$ cat src/rtl/key_pkg.sv
// Shared definitions for the front-panel key path: FSM state encoding and
// millisecond-to-cycle conversion.
package key_pkg;

  typedef enum logic [2:0] {
    IDLE   = 3'd0,
    PRESS1 = 3'd1,
    WAIT2  = 3'd2,
    PRESS2 = 3'd3,
    LONG   = 3'd4
  } key_state_t;

  function automatic longint unsigned ms_to_cyc(input longint unsigned ms,
                                                input longint unsigned freq);
    return ms * 64'd1000 * freq;
  endfunction

endpackage

$ cat src/rtl/key_timer.sv
// Saturating up-counter with synchronous clear and an equality compare
// against a runtime limit; tc_eq is combinational from the count.
module key_timer #(
  parameter int N = 32
) (
  input  logic         clk,
  input  logic         rst,
  input  logic         clr,
  input  logic [N-1:0] limit,
  output logic [N-1:0] count,
  output logic         tc_eq
);

  always_ff @(posedge clk or posedge rst) begin
    if (rst) begin
      count <= '0;
    end else if (clr) begin
      count <= '0;
    end else if (count != '1) begin
      count <= count + N'(1);
    end
  end

  assign tc_eq = (count == limit);

endmodule

$ cat src/rtl/key_event_decoder.sv
// Turns a debounced key level into short / double / long / repeat pulses.
// All outputs registered; each pulse appears the cycle after its deciding edge.
module key_event_decoder
  import key_pkg::*;
#(
  parameter int unsigned N         = 32,
  parameter int unsigned FREQ      = 100,
  parameter int unsigned LONG_MS   = 1000,
  parameter int unsigned DBL_MS    = 300,
  parameter int unsigned REPEAT_MS = 200,
  parameter bit          DBL_EN    = 1'b1
) (
  input  logic clk,
  input  logic rst,
  input  logic key_in,
  output logic key_held,
  output logic evt_short,
  output logic evt_double,
  output logic evt_long,
  output logic evt_repeat
);

  localparam longint unsigned LONG_CYC = ms_to_cyc(64'(LONG_MS), 64'(FREQ));
  localparam longint unsigned DBL_CYC  = ms_to_cyc(64'(DBL_MS), 64'(FREQ));
  localparam longint unsigned REP_CYC  = ms_to_cyc(64'(REPEAT_MS), 64'(FREQ));
  localparam longint unsigned TMAX     = 64'd1 << N;

  localparam logic [N-1:0] LONG_LIM = N'(LONG_CYC - 64'd1);
  localparam logic [N-1:0] DBL_LIM  = N'(DBL_CYC - 64'd1);
  localparam logic [N-1:0] REP_LIM  = N'(REP_CYC - 64'd1);

  if (LONG_CYC < 64'd2 || LONG_CYC >= TMAX) begin : g_bad_long
    $error("key_event_decoder: LONG_CYC out of range");
  end
  if (DBL_CYC < 64'd2 || DBL_CYC >= TMAX) begin : g_bad_dbl
    $error("key_event_decoder: DBL_CYC out of range");
  end
  if (REP_CYC < 64'd2 || REP_CYC >= TMAX) begin : g_bad_rep
    $error("key_event_decoder: REP_CYC out of range");
  end

  key_state_t   state, state_next;
  logic         key_d;
  logic         press, release_;
  logic         short_nxt, double_nxt, long_nxt, repeat_nxt;
  logic         timer_clr, tc_eq;
  logic [N-1:0] limit, count;

  assign press    = key_d & ~key_in;
  assign release_ = ~key_d & key_in;

  always_comb begin
    limit = '0;
    case (state)
      PRESS1:  limit = LONG_LIM;
      WAIT2:   limit = DBL_LIM;
      LONG:    limit = REP_LIM;
      default: limit = '0;
    endcase
  end

  // A repeat restarts the period without leaving LONG, so it clears too.
  assign timer_clr = (state_next != state) | repeat_nxt;

  key_timer #(.N(N)) u_timer (
    .clk   (clk),
    .rst   (rst),
    .clr   (timer_clr),
    .limit (limit),
    .count (count),
    .tc_eq (tc_eq)
  );

  always_ff @(posedge clk or posedge rst) begin
    if (rst) begin
      state <= IDLE;
    end else begin
      state <= state_next;
    end
  end

  always_comb begin
    state_next = state;
    case (state)
      IDLE:    if (press) state_next = PRESS1;
      PRESS1: begin
        if (release_)   state_next = DBL_EN ? WAIT2 : IDLE;
        else if (tc_eq) state_next = LONG;
      end
      WAIT2: begin
        if (press)      state_next = PRESS2;
        else if (tc_eq) state_next = IDLE;
      end
      PRESS2:  if (release_) state_next = IDLE;
      LONG:    if (release_) state_next = IDLE;
      default: state_next = IDLE;
    endcase
  end

  always_comb begin
    short_nxt  = ((state == PRESS1) && release_ && !DBL_EN) ||
                 ((state == WAIT2) && !press && tc_eq);
    double_nxt = (state == PRESS2) && release_;
    long_nxt   = (state == PRESS1) && !release_ && tc_eq;
    repeat_nxt = (state == LONG) && !release_ && tc_eq;
  end

  always_ff @(posedge clk or posedge rst) begin
    if (rst) begin
      key_d      <= 1'b1;
      key_held   <= 1'b0;
      evt_short  <= 1'b0;
      evt_double <= 1'b0;
      evt_long   <= 1'b0;
      evt_repeat <= 1'b0;
    end else begin
      key_d      <= key_in;
      key_held   <= ~key_in;
      evt_short  <= short_nxt;
      evt_double <= double_nxt;
      evt_long   <= long_nxt;
      evt_repeat <= repeat_nxt;
    end
  end

endmodule

$ cat config.mk
export PLATFORM = sky130hd
export DESIGN_NAME = key_event_decoder
export DESIGN_NICKNAME = d
export VERILOG_FILES = /design/src/rtl/key_pkg.sv /design/src/rtl/key_timer.sv /design/src/rtl/key_event_decoder.sv
export SDC_FILE = /design/constraint.sdc
export NUM_CORES = 1
export LEC_CHECK = 0
export CAP_MARGIN = 30
export CORE_MARGIN = 5
export CORE_UTILIZATION = 35
export DETAILED_ROUTE_END_ITERATION = 8
export GPL_ROUTABILITY_DRIVEN = 0
export PLACE_DENSITY = 0.6
export SYNTH_ARGS = -nofsm -noshare
export SYNTH_HDL_FRONTEND = slang
export SYNTH_HIERARCHICAL = 1
export SYNTH_SLANG_ARGS = --single-unit
$ cat constraint.sdc
create_clock -name clk -period 4.3 [get_ports clk]
set_input_delay 1.29 -clock clk [delete_from_list [all_inputs] [get_ports clk]]
set_output_delay 1.29 -clock clk [all_outputs]
set_load 0.03 [all_outputs]
# Yosys cells after proc, flatten, opt, wreduce, memory -nomap -nowiden
# Index checks and enable logic that the tools add are counted.
# Widths: inputs -> output; s select.
totals:
  reg_bits: 41
  elab_cells: 43
classes:
  n_addsub: 1
  eq_ne: 7
  muxes: 10
  n_bitwise: 5
  reduce_logical: 12
op_table:
  columns: ["op", "count"]
  rows:
  - ["$pmux 27 s3", 1]
  - ["$mux 32", 2]
  - ["$add 32x1->32 const B", 1]
  - ["$eq 32x27->1", 1]
  - ["$ne 32x32->1 const B", 1]
  - ["$mux 3", 6]
  - ["$pmux 3 s4", 1]
  - ["$logic_and 1x1->1", 7]
  - ["$eq 3x2->1 const B", 2]
  - ["$eq 3x1->1 const B", 1]
  - ["$eq 3x3->1 const B", 1]
  - ["$logic_not 3->1", 1]
  - ["$ne 3x3->1", 1]
  - ["$and 1x1->1", 2]
  - ["$logic_not 1->1", 2]
  - ["$not 1->1", 2]
  - ["$reduce_bool 2->1", 1]
  - ["$reduce_or 2->1", 1]
  - ["$or 1x1->1", 1]

# Depth between registers and ports, before layout
# Gate-level depths: netlist (run 1).
logic_depth:
  ltp_word: 9
  mapped_depth: 14

# By module
# Netlist (run 1), hierarchy kept.
modules_own_cells:
  columns: ["module", "instances", "cells_each", "area_each_um2", "seq_area_each_um2"]
  rows:
  - ["key_timer", 1, 245, 2245.9, 800.8]
  - ["key_event_decoder", 1, 49, 501.7, 226.5]

# Least setup slack after synthesis (run 1)
# No wires, ideal clock.
synth_path:
  kind: "reg2reg"
  start: "register state[0]"
  end: "register u_timer.count[0]"
  setup_time_ns: 0.132
  t_arrival_ns: 2.971
  slack_ns: 1.197
  stages_incl_launch_ff: 14
  path_buffers: 2
  synth_period_minus_slack_ns: 3.103
  cell_sequence: "dfrtp_1 > or2b_4 > a21oi_2 > or2_1 > xor2_1 > nor4_1 > nand4_1 > nor2_1 > o22a_1 > o21ai_1 > o211ai_1 > bufbuf_16 > clkbuf_1 > nor2_1"
synth_between:
  elab_chain_cells: 9
  elab_cells_between_ends: 21
synth_rtl:
  columns: ["element", "line", "source"]
  rows:
  - ["start, declared", "key_event_decoder.sv:42", "key_state_t state, state_next;"]
  - ["start signal, assigned", "key_event_decoder.sv:78", "state <= state_next;"]
  - ["$eq 3x3->1 (tied with other cells)", "key_event_decoder.sv:54", "case (state)"]
  - ["$pmux 27 s3 *", "key_event_decoder.sv:54", null]
  - ["net limit[13]", "key_event_decoder.sv:47", "logic [N-1:0] limit, count;"]
  - ["$eq 32x27->1 *", "key_timer.sv:24", "assign tc_eq = (count == limit);"]
  - ["net tc_eq", "key_event_decoder.sv:46", "logic timer_clr, tc_eq;"]
  - ["$mux 3, on equally long branches", "key_event_decoder.sv:92, key_event_decoder.sv:88", null]
  - ["$mux 3, on equally long branches", "key_event_decoder.sv:91, key_event_decoder.sv:87", null]
  - ["$pmux 3 s4", "key_event_decoder.sv:84", "case (state)"]
  - ["$ne 3x3->1", "key_event_decoder.sv:63", "assign timer_clr = (state_next != state) | repeat_nxt;"]
  - ["$or 1x1->1 *", "key_event_decoder.sv:63", null]
  - ["net timer_clr", "key_event_decoder.sv:46", null]
  - ["$mux 32 or $reduce_bool 2->1 (tied branches)", null, null]
  - ["end signal, assigned", "key_timer.sv:20", "count <= count + N'(1);"]
  - ["end, declared", "key_timer.sv:10", "output logic [N-1:0] count,"]
# Mark *: on every way through the listed nets, which the timed path passes. The rest lies on a longest branch.
# A chain may end at the register's enable or synchronous reset.

# Worst setup path after layout (run 1)
layout_path:
  start: "register state[0]"
  end: "register u_timer.count[26]"
# Same word-level chain as after synthesis.

==> impl_results.md, run 1 <==
* Area growth from synthesis to layout at 8.379%
* End point of the worst hold path: u_timer/count[12]
* CORE AREA at 7687 um2
* Adder-Cell Fraction of Synth Area at 0.4554%
* Die height at 98.60 um
* Number of H-tree levels at 2
* Synth unique cells at 59
* Synth Instances at 294
* Pre-Repair DR Iteration Count at 4
* CP Data Arrival Time at 3.91 ns
* Switching share of power at 32.82%
* Vias in the first global route at 2,137
* N_diodes at 0
* Most common cell after layout, fill and taps aside: dfrtp_1
* RSZ-0062 raised after global routing: no
* Hold path depth at 1
* Compound-Gate Fraction of Synth Area at 13.43%
* Largest net degree at the start of global routing at 33
* Number of remaining DRC errors at 0
* Final Max Slew Viols at 0
* P per Cell Area at 339.3 nW/um2
* R2R depth at 13
* Synth Cell Area at 2748 um2
* Post-synth top flop: dfrtp_1
* Commonest non-fill, non-tap cells in the layout: dfrtp_1 (40), xor2_1 (38), nor2_1 (22)
* GR Overflow Total at 0
* Initial DRC count at 114
* Sequential area share after synthesis at 37.39%
* Synth Area in XOR/XNOR at 13.39%
* Fillcell total at 793
* Largest family of logic cells by synthesized area: simple AND/OR/NAND/NOR gates
* Port buffer count at 7
* Fin area at 2978 um2
* Setup crit start kind: flop
* Cell leakage power at 1.283 nW
* Die area at 9722 um2
* Skew-Pair Late Insertion Delay at 0.30 ns
* Final WL at 6044 um
* CTS root buffer: clkbuf_8
* CP Launch Point: state[0]
* Largest stage delay on the critical path at 0.55 ns
* Gr usage total at 13.14%
* Initial antenna violation count at 0
* Critical-path top delay cell: dfrtp_1
* Min-delay src: u_timer/count[12]
* Comb pwr share at 23.0%
* Max_slew headroom at 44.15%
* Area after DPL at 2863 um2
* Crit path max-delay family: simple AND/OR/NAND/NOR gates
* Routed Antenna Nets at 0
* Hold buffers post-CTS at 0
* Max Freq at 268.6 MHz
* Max clock buf depth at 2
* Sum Neg Setup Slack at 0 ns
* CTS tree: done
* Worst min path class: reg2reg
* Fin. Hold Viols at 0
* Simple-gate share of the synthesized area at 28.55%
* Post-DP HPWL at 4369 um
* Slew @ Worst Pin at 0.8308 ns
* TritonCTS Sinks at 41
* Clk pin slew, worst setup/hold paths at 0.09 ns
* Worst R2R Start: state[0]
* Syn Area/Cell at 9.346 um2
* Routed vias/inst at 5.408
* Synth Register Bits at 41
* R2r setup slk at 0.58 ns
* Psw at 0.0003316 W
* FFs w/ async S/R, synth at 100.0%
* Clock Power Share at 31.5%
* Fin crit share at 86.59%
* Outcome: finished, final reports clean
* Yosys warnings at 6
* Global-route wire length before repair at 10,560 um
* Worst vdd ir at 0.2029 mV
* Starting density of the core at 35.74%
* WL/cell at 14.96 um
* Internal at 0.0006789 W
* Fin crit period at 3.723 ns
* Number of flops mapped to enable cells by yosys at 0
* Postcts setup bufs at 0
* Share of post-route cells with drive strength above 1 at 10.60%
* Reg-to-reg endpoint: u_timer/count[26]
* CTS resizes at 0
* WP buf/inv at 1
* Nets at 305
* Row cnt at 32
* Worst endpoint required time at 4.49 ns
* Critical path type: reg2reg
* Final Core Density at 38.74%
* Die width at 98.60 um
* Max-cap violations at 0
* Num ports at 8
* Crit. End Element: flop
* Worst clock skew at 0.008614 ns
* Via count at 2,185
* CTS Buf Count at 5
* Reg power frac at 45.5%
* Setup violations, final at 0
* Critical Path, Cell by Cell: or2b_4, a21oi_2, or2_1, xor2_1, nor4_1, nand4_1, nor2_1, o22a_1, o21ai_1, o211ai_1, buf_4, nor2b_1, mux2_2
* Post-synthesis mux area share at 1.184%
* Worst Path Max Fanout at 26
## state kept, by name (all words and copies together) (netlist names)
| register | flops |
|---|---|
| evt_double | 1 |
| evt_long | 1 |
| evt_repeat | 1 |
| evt_short | 1 |
| key_d | 1 |
| key_held | 1 |
| state | 3 |
| u_timer/count | 32 |
## power by group through the flow
stage	registers, W	clock network (W)	logic [W]
CTS	0.000459	0.000326	0.000234
finish	0.000460	0.000318	0.000232
floorplan	0.000441	0	0.000233
global placement	0.000467	0	0.000230
detailed placement	0.000467	0	0.000232
global route	0.000467	0.000347	0.000262
## worst max-delay path by stage
stage | to | slack, ns | depth (start not counted)
3_3_place_gp | u_timer/count[27] | 0.77 | 13
6_report | u_timer/count[26] | 0.58 | 13
4_1_cts | u_timer/count[26] | 0.59 | 13
3_5_place_dp | u_timer/count[26] | 0.61 | 13
2_1_floorplan | u_timer/count[0] | 1.20 | 13
5_1_grt | u_timer/count[27] | 0.26 | 13
## through the flow
stage	setup WS (ns)	std cells	hold WS, ns	total power, W
floorplan	1.197	301	0.5098	0.0006733
global placement	0.7726	396	0.5717	0.0006968
detailed placement	0.6078	396	0.5620	0.0006992
CTS	0.5904	404	0.5757	0.001019
global route	0.2607	404	0.6197	0.001076
finish	0.5768	404	0.5744	0.001010
## metal layers
layer	global-route usage [%]	share of wire (%)	vias up
met4	3.571	1.3	0
met5	0	0	-
met3	2.123	2.3	6
met1	18.21	49	1070
li1	-	-	1080
met2	21.32	47	29
## synth_stat cells (4+ instances only)
cell type	instances	share of area, %
and3_1	11	2.5
o21ai_0	8	1.5
dfrtp_1	40	36
xor2_1	38	12
or4_1	7	1.9
and2_1	4	0.91
a21oi_1	18	3.3
o211ai_1	4	1.1
clkbuf_1	8	1.1
a31oi_1	4	0.91
nand4_1	6	1.4
o31ai_1	9	2.5
buf_4	4	1.1
xnor2_1	4	1.3
nor2b_1	4	0.91
nor3_1	4	0.73
nand3_1	13	2.4
nor4_1	9	2.0
or3_1	10	2.3
nand2_1	12	1.6
and4_1	4	1.3
nor2_1	22	3.0
## kinds of logic (layout without fill, tap and decap cells)
| family | after synthesis | in the layout |
|---|---|---|
| xor+xnor | 42 | 42 |
| fa+ha+maj | 1 | 1 |
| flops | 41 | 41 |
| simple gates | 128 | 128 |
| mux | 3 | 3 |
| other cells | 1 | 8 |
| compound gates | 57 | 57 |
| buf+inv | 21 | 22 |
## cell type report
type	instances	area, um2	area share (%)
multi-input combinational	239	1597	53.61
sequential	41	1027	34.50
tap	102	127.6	4.286
timing repair buffer	11	100.1	3.361
clock buffer	5	68.82	2.311
clock inverter	3	46.29	1.555
inverter	3	11.26	0.3782
Power figures use the tool's default switching activity.
==> run 2, diff against run 1 <==
--- a/config.mk
+++ b/config.mk
@@ -7,10 +7,10 @@
 export LEC_CHECK = 0
 export CAP_MARGIN = 30
 export CORE_MARGIN = 5
-export CORE_UTILIZATION = 35
+export CORE_UTILIZATION = 62
 export DETAILED_ROUTE_END_ITERATION = 8
 export GPL_ROUTABILITY_DRIVEN = 0
-export PLACE_DENSITY = 0.6
+export PLACE_DENSITY = 0.9
 export SYNTH_ARGS = -nofsm -noshare
 export SYNTH_HDL_FRONTEND = slang
 export SYNTH_HIERARCHICAL = 1
==> run 2 against run 1 <==
  * Flip-flop and latch count unchanged
  * Count of clock-buffer cells in the layout increased by 2
  * Clock skew decreased by 0.0020 ns
  * Global-route usage increased by 8.4 points
  * Combinational power increased by 3%
  * Critical path depth unchanged
  * Wire length decreased by 2.9%
  * Register-to-register slack got worse by 0.03 ns
  * Setup slack got worse by 0.033 ns
  * Clock power decreased by 20%
  * Via count increased by 1.0%
  * Sequential power about the same
  * Largest cell class unchanged
  * Largest power group unchanged
==> impl_results.md, run 2 (synthesis gave the netlist of run 1 again) <==
* CTS root buffer: clkbuf_8
* Final WL at 5869 um
* Nets at 304
* DP Cell Count at 345
* Area after DPL at 2793 um2
* N_diodes at 0
* Row cnt at 24
* Worst vdd ir at 0.2311 mV
* Fin crit period at 3.756 ns
* CTS Buf Count at 5
* CP Data Arrival Time at 3.93 ns
* Initial antenna violation count at 0
* Commonest non-fill, non-tap cells in the layout: dfrtp_1 (40), xor2_1 (38), nor2_1 (22)
* Hold path depth at 1
* Final Max Slew Viols at 0
* Critical Path, Cell by Cell: or2b_4, a21oi_2, or2_1, xor2_1, nor4_1, nand4_1, nor2_1, o22a_1, o21ai_1, o211ai_1, buf_4, nor2_1, mux2_2
* Port buffer count at 7
* Crit-path most repeated cell: nor2_1
* Vias in the first global route at 2,166
* Pre-Repair DR Iteration Count at 4
* Worst slack, placed at 0.6131 ns
* RSZ-0062 raised after global routing: no
* Hold slack at 0.5920 ns
* Fillcell total at 356
* CTS resizes at 0
* Sum Neg Setup Slack at 0 ns
* Crit. End Element: flop
* Worst endpoint required time at 4.48 ns
* Worst clock skew at 0.006644 ns
* Largest net degree at the start of global routing at 33
* Setup violations, final at 0
* Reg-to-reg endpoint: u_timer/count[26]
* Postcts setup bufs at 0
* Worst min path class: reg2reg
* FF/Latch Area at 1027 um2
* Largest stage delay on the critical path at 0.56 ns
* Most common cell after layout, fill and taps aside: dfrtp_1
* Routed vias/inst at 6.270
* GR Overflow Total at 0
* Final worst slack at 0.5438 ns
* End point of the worst hold path: u_timer/count[12]
* Cell leakage power at 1.268 nW
* Max Freq at 266.2 MHz
* Biggest register: u_timer/count
* R2R depth at 13
* Area growth from synthesis to layout at 4.781%
* Die height at 76.57 um
* Number of H-tree levels at 2
* Die width at 76.57 um
* Outcome: finished, final reports clean
* Critical path type: reg2reg
* Largest registers: u_timer/count (32), state (3)
* Min-delay src: u_timer/count[12]
* R2r setup slk at 0.54 ns
* Via count at 2,207
* Max clock buf depth at 2
* Starting density of the core at 63.54%
* Area of the multi-input gates at 1597 um2
* Fin. Hold Viols at 0
* Fin area at 2879 um2
* Gr usage total at 21.59%
* Max_slew headroom at 35.07%
* Routed Antenna Nets at 0
* Skew-Pair Late Insertion Delay at 0.29 ns
* Post-DP HPWL at 4227 um
* Clk pin slew, worst setup/hold paths at 0.08 ns
* Max-cap violations at 0
* Max reg flops at 32
* Share of post-route cells with drive strength above 1 at 9.667%
* Critical-path top delay cell: dfrtp_1
* Worst R2R Start: state[0]
* Fin crit share at 87.35%
* WL/cell at 16.67 um
* Global-route wire length before repair at 10,320 um
* P per Cell Area at 331.1 nW/um2
* TritonCTS Sinks at 41
* CORE AREA at 4324 um2
* Die area at 5863 um2
* Non-Filler Instances at 352
* Initial DRC count at 204
* Number of remaining DRC errors at 0
* Setup crit start kind: flop
* Hold buffers post-CTS at 0
* Slew @ Worst Pin at 0.9664 ns
* Num ports at 8
* Worst Path Max Fanout at 15
* CTS tree: done
## run 2: per-stage QoR
stage	power (W)	utilization, %
final	0.0009533	66.58
after detailed placement	0.0007023	64.58
after CTS	0.0009568	66.58
after floorplan	0.0006733	-
after global routing	0.001005	66.58
after global placement	0.0006906	64.58
## run 2: how the worst max path moves through the flow
stage               cells past startpoint           endpoint  startpoint  slack (ns)
finish                                 13  u_timer/count[26]    state[0]        0.54
global route                           13  u_timer/count[26]    state[0]        0.17
CTS                                    13  u_timer/count[27]    state[0]        0.60
detailed placement                     13  u_timer/count[26]    state[0]        0.61
global placement                       13  u_timer/count[27]    state[0]        0.83
floorplan                              13   u_timer/count[0]    state[0]        1.20
## run 2: cell type report
type,count,area share [%]
timing repair buffer,10,3.216
sequential,41,35.68
multi-input combinational,239,55.45
tap,52,2.260
clock buffer,7,2.999
inverter,3,0.3911
## run 2: report_power, final
part	internal (W)	leakage, nW	total, W	switching [W]
combinational	0.0000966	0.665	0.000238	0.000141
clock	0.000127	0.0443	0.000255	0.000127
sequential	0.000409	0.559	0.000461	0.0000523
## run 2: routing by layer
layer	wire length, um	part of all wire (%)	track usage (%)
met1	2667	45	29.66
met2	2853	49	33.73
met3	243	4.1	3.664
met4	104	1.8	8.741
met5	0	0	0
## run 2: critical path: cells and delay by family, from the launching register on
family                 cells  cell delay, ns
XOR/XNOR                   1            0.16
AO/OA/AOI/OAI              4            0.75
flip-flops                 1            0.56
buffers and inverters      1            0.25
AND/OR/NAND/NOR            6            1.67
multiplexers               1            0.26
